### src/rtl/mux_sel_pipe.sv
// N-way WIDTH-bit select mux feeding a 2-entry skid buffer with valid/ready on both sides.
// Out-of-range selects still transfer a zero word tagged with an error flag.
module mux_sel_pipe #(
    parameter int WIDTH  = 32,
    parameter int NUM_IN = 4,
    parameter int SEL_W  = 2
) (
    input  logic                    clk,
    input  logic                    rst_n,
    input  logic [NUM_IN*WIDTH-1:0] in_data,
    input  logic [SEL_W-1:0]        sel,
    input  logic                    in_valid,
    output logic                    in_ready,
    input  logic                    flush,
    output logic [WIDTH-1:0]        out_data,
    output logic                    out_sel_err,
    output logic                    out_valid,
    input  logic                    out_ready,
    output logic [1:0]              count
);

    typedef struct packed {
        logic [WIDTH-1:0] data;
        logic             err;
    } entry_t;

    entry_t     ent0_q, ent0_d;   // head
    entry_t     ent1_q, ent1_d;   // second (skid) slot
    entry_t     new_ent;
    logic [1:0] count_q, count_d;
    logic       push, pop;

    // Any select code with no matching channel falls through as an error word.
    always_comb begin
        new_ent.data = '0;
        new_ent.err  = 1'b1;
        for (int k = 0; k < NUM_IN; k++) begin
            if (sel == SEL_W'(k)) begin
                new_ent.data = in_data[k*WIDTH +: WIDTH];
                new_ent.err  = 1'b0;
            end
        end
    end

    assign in_ready    = (count_q != 2'd2);
    assign out_valid   = (count_q != 2'd0);
    assign out_data    = out_valid ? ent0_q.data : '0;
    assign out_sel_err = out_valid ? ent0_q.err  : 1'b0;
    assign count       = count_q;

    assign push = in_valid  & in_ready  & ~flush;
    assign pop  = out_valid & out_ready & ~flush;

    always_comb begin
        count_d = count_q;
        ent0_d  = ent0_q;
        ent1_d  = ent1_q;
        if (flush) begin
            count_d = 2'd0;
            ent0_d  = '0;
            ent1_d  = '0;
        end else begin
            case (count_q)
                2'd0: begin
                    if (push) begin
                        ent0_d  = new_ent;
                        count_d = 2'd1;
                    end
                end
                2'd1: begin
                    if (push && pop) begin
                        ent0_d = new_ent;
                    end else if (push) begin
                        ent1_d  = new_ent;
                        count_d = 2'd2;
                    end else if (pop) begin
                        count_d = 2'd0;
                    end
                end
                2'd2: begin
                    if (pop) begin
                        ent0_d  = ent1_q;
                        count_d = 2'd1;
                    end
                end
                default: count_d = 2'd0;
            endcase
        end
    end

    always_ff @(posedge clk or negedge rst_n) begin
        if (!rst_n) begin
            count_q <= 2'd0;
            ent0_q  <= '0;
            ent1_q  <= '0;
        end else begin
            count_q <= count_d;
            ent0_q  <= ent0_d;
            ent1_q  <= ent1_d;
        end
    end

endmodule

### config.mk
export PLATFORM = sky130hd
export DESIGN_NAME = mux_sel_pipe
export DESIGN_NICKNAME = d
export VERILOG_FILES = /design/src/rtl/mux_sel_pipe.sv
export SDC_FILE = /design/constraint.sdc
export NUM_CORES = 1
export LEC_CHECK = 0
export CAP_MARGIN = 40
export CORE_AREA = 2 2 109 111
export CTS_CLUSTER_SIZE = 10
export DETAILED_ROUTE_END_ITERATION = 10
export DIE_AREA = 0 0 111 113
export GPL_TIMING_DRIVEN = 0
export HOLD_SLACK_MARGIN = 0.1
export PLACE_DENSITY = 0.73
export SLEW_MARGIN = 10
export SYNTH_ARGS = -nofsm -noshare
export SYNTH_HDL_FRONTEND = slang
export SYNTH_SLANG_ARGS = --single-unit
### constraint.sdc
create_clock -name clk -period 1.6 [get_ports clk]
set_input_delay 0.32 -clock clk [delete_from_list [all_inputs] [get_ports clk]]
set_output_delay 0.32 -clock clk [all_outputs]
set_load 0.1 [all_outputs]
* Yosys cells after proc, flatten, opt, wreduce, memory -nomap -nowiden *
Index checks and enable logic that the tools add are counted.

storage, ports and cells
  logic and storage cells = 53
  flip-flop bits (word level) = 68

operators by class
  mux-type cells = 21
  equality and inequality tests = 12
  reductions and logical operators = 10
  bitwise gates (word level) = 5

operators by type and width
  kind                                                                    number
  33-bit 2-to-1 mux                                                       11
  33-bit case mux with 3 select lines                                     1
  32-bit 2-to-1 mux                                                       1
  2-bit 2-to-1 mux                                                        6
  3-bit inequality test (second input constant)                           4
  4-bit AND reduction                                                     2
  2-bit equality test (second input constant)                             3
  2-bit case mux with 3 select lines                                      1
  2-bit nonzero test                                                      3
  1-bit AND                                                               4
  2-bit by 1-bit equality test with 1-bit output (second input constant)  2
  2-bit zero test                                                         2
  2-bit inequality test (second input constant)                           2
  4-bit inequality test (second input constant)                           1
  4-bit nonzero test                                                      1
  3-bit AND reduction                                                     1
  1-bit logical AND                                                       1
  1-bit 2-to-1 mux                                                        1
  1-bit inverter                                                          1

* Logic depth before layout (Yosys ltp) *
  word-level depth = 9
  gate-level depth with buffers = 7
  mapped depth without buffers = 5

* Worst setup path after synthesis *
Ideal clock, no wire load.

  path kind = flip-flop to output port
  start point = register count_q[0], in the netlist count[0]
  end point = output port out_data[22]
  data arrival time = 2.762 ns
  required time = 1.280 ns
  cell stages (with the launch flop) = 4
  path slack = -1.482 ns
  buffers on the path = 1
  cell sequence = dfrtp_1 nor2_1 clkbuf_1 nor2_1

on the way
  longest elaborated chain between the ends = 2

ends and longest elaborated chain
  element                   line  RTL
  start: declaration        30    logic [1:0] count_q, count_d;
  start signal: assignment  97    count_q <= count_d;
  2-bit nonzero test        46    assign out_valid = (count_q != 2'd0);
  32-bit 2-to-1 mux         47    assign out_data = out_valid ? ent0_q.data : '0;
  end: declaration          15    output logic [WIDTH-1:0] out_data,

Every way passes these cells.

* Final worst setup path *
  start point = register count_q[0], in the netlist count[0]
  end point = output port out_valid

on the way
  longest elaborated chain between the ends = 1

ends and longest elaborated chain
  element             line  RTL
  2-bit nonzero test  46
  end: declaration    17    output logic out_valid,

Every way passes these cells.

==> metrics.txt <==
Ports=172; Worst-Skew Late Latency=340 ps; Max Buffers Root-to-Sink=2; Final Hold Fails=0; Post-synth EDFFs=0; H-tree depth=3; count leader, synth=dfrtp_1; Worst Setup Path Type=reg2out; largest net degree at the start of global routing=59; routed vias=4,064; worst r2r src=count[1]; 1st-iter DRT viols=149; setup ws final=-406 ps; Final Instance Area=8580 sq um; fin crit share=125%; total core area=11,300 sq um; post-synth top area cell=dfrtp_1; number of I/O port buffers=170; main flop type after synthesis=dfrtp_1; antenna violations before repair=0; syn nets=487; top-area cell type share of the netlist area=40.0%; Area Overhead vs Synth=102%; vias in the first global route=4,613; die width=111 um; critical path launch point=count[0]; Cell Rows=39; Final Core Density=76.1%; per-cell routed wire length=20.8 um; largest cells by area after synthesis=dfrtp_1 (40%), mux4_2 (17%), a221oi_2 (11%); Die ar.=12,500 sq um; flops & latches, synth=68; Worst VDD drop=0.466 mV; Avg Inst Size Synth=12.1 sq um; violated checks=setup timing; Worst-path clk slew=60 ps; Max Clock Skew=7.22 ps; Crit Reg-Reg Endpoint=ent0_q[20]; status=complete, but fails checks; Worst Path Arrival=1690 ps; asr flop ratio synth=100%; root buf cell=clkbuf_16; Num CTS Buffers=9; GRT Total Usage=24.7%; drt total wl=15,300 um; # DRC=0; commonest cells in the netlist=dfrtp_1 (68), inv_1 (35), and2_1 (34); Final Max Tran Viols=0; synthesized area=4250 sq um; Area after DPL=7290 sq um; First-pass DRT Iterations=4; yosys warns=0; clock sink total=68; RSZ-0062 raised after global routing=true; Post-Synthesis Cells=352; Pwr Density=743 nW/um^2; Initial Util=37.7%; Die Y=113 um; hpwl dp=10,000 um; Final Setup Violations=102; Netlist cell types=28; Hold Crit Class=in2async; Slew headroom=72.3%; Worst Max-Slew Pin Slew=416 ps; share of cells above drive strength 1=48.0%; Worst Path Required=1280 ps; Max FO, Critical Path=5; R2R depth=9; clock tree from TritonCTS=done; fmax=499 MHz; via-per-instance ratio=5.51; CP Capture Type=output pin; Leakage=3.40 nW; gr ovfl total=0; r2r setup slk=-360 ps; DRT antenna net count=0; NumNets Final=725; post-synthesis sequential area ratio=40.0%; crit path launch type=flip-flop; Placer Congestion=0.751; max cap viols=0; first-pass GRT wire length=24,300 um; diode count=0; post-route minimum period=2010 ps
-- state kept, by name, summed over array words and instances (netlist names) --
signal,cells
ent1_q,33
ent0_q,33
count,2
-- worst max path at each step --
stage and endpoint:
2_1_floorplan out_data[10], 3_3_place_gp count[1], 3_5_place_dp out_data[12], 4_1_cts out_valid, 5_1_grt out_valid, 6_report out_valid
-- layout make-up --
class	instances	area [sq um]
Fill cell	650	2690
Timing Repair Buffer	229	2920
Tap cell	143	179
Clock buffer	13	260
Multi-Input combinational cell	211	2910
Sequential cell	68	1710
Inverter	36	141
Buffer	35	449
Clock inverter	2	10.0
-- placed cells by master (no fill, tap or decap), types with 23 or more instances in the layout --
cell type / synthesis / layout
buf_4: 5 / 26
nor2_4: 0 / 33
and2_1: 34 / 33
dfrtp_1: 68 / 66
a22o_1: 32 / 32
clkdlybuf4s50_1: 0 / 131
a221oi_4: 0 / 24
inv_1: 35 / 34
buf_6: 9 / 23
a211oi_2: 0 / 31
buf_12: 0 / 43
mux4_2: 32 / 32
-- critical path, stage by stage, from the launching register on --
cell and delay, ps:
dfrtp_4 480, buf_6 130, nor2_4 90, buf_12 130, buf_8 100, clkbuf_16 150, clkinvlp_4 100, buf_12 170
-- metal layers --
layer	global-route usage [%]	part of all wire, %
met5	0	0
met4	9.58	2.8
met3	3.43	4.1
met2	46.1	54
met1	28.9	39
-- timing repair --
item	CTS	global route
endpoints found under the setup margin	104	104
gates resized for setup	122	20
buffers inserted	36	8
hold endpoints to repair	10	0
pin swaps	17	12
cloned	10	0
hold buffers	1	0
-- kinds of logic after synthesis --
family / synth area share, %
compound gates: 24.4
simple gates: 9.45
buf+inv: 8.95
flops: 40.0
mux: 17.2
-- metrics by stage --
step / hold WS (ps) / power (mW) / setup TNS (ps) / cells / setup WS (ps)
final: 379 / 6.37 / -25150 / 737 / -406
after CTS: 374 / 6.24 / -21070 / 729 / -417
after floorplan: 24.4 / 3.20 / -18520 / 352 / -280
after global routing: 411 / 6.59 / -27870 / 737 / -432
after global placement: 477 / 3.79 / -212760 / 665 / -2480
after detailed placement: 175 / 4.04 / -62060 / 703 / -769
-- report_power, final --
part	internal (mW)	switching, mW
Sequential	1.83	0.0524
Clock	1.12	0.719
Combinational	1.34	1.31
Total	4.29	2.08
(Power assumes the default switching activity.)
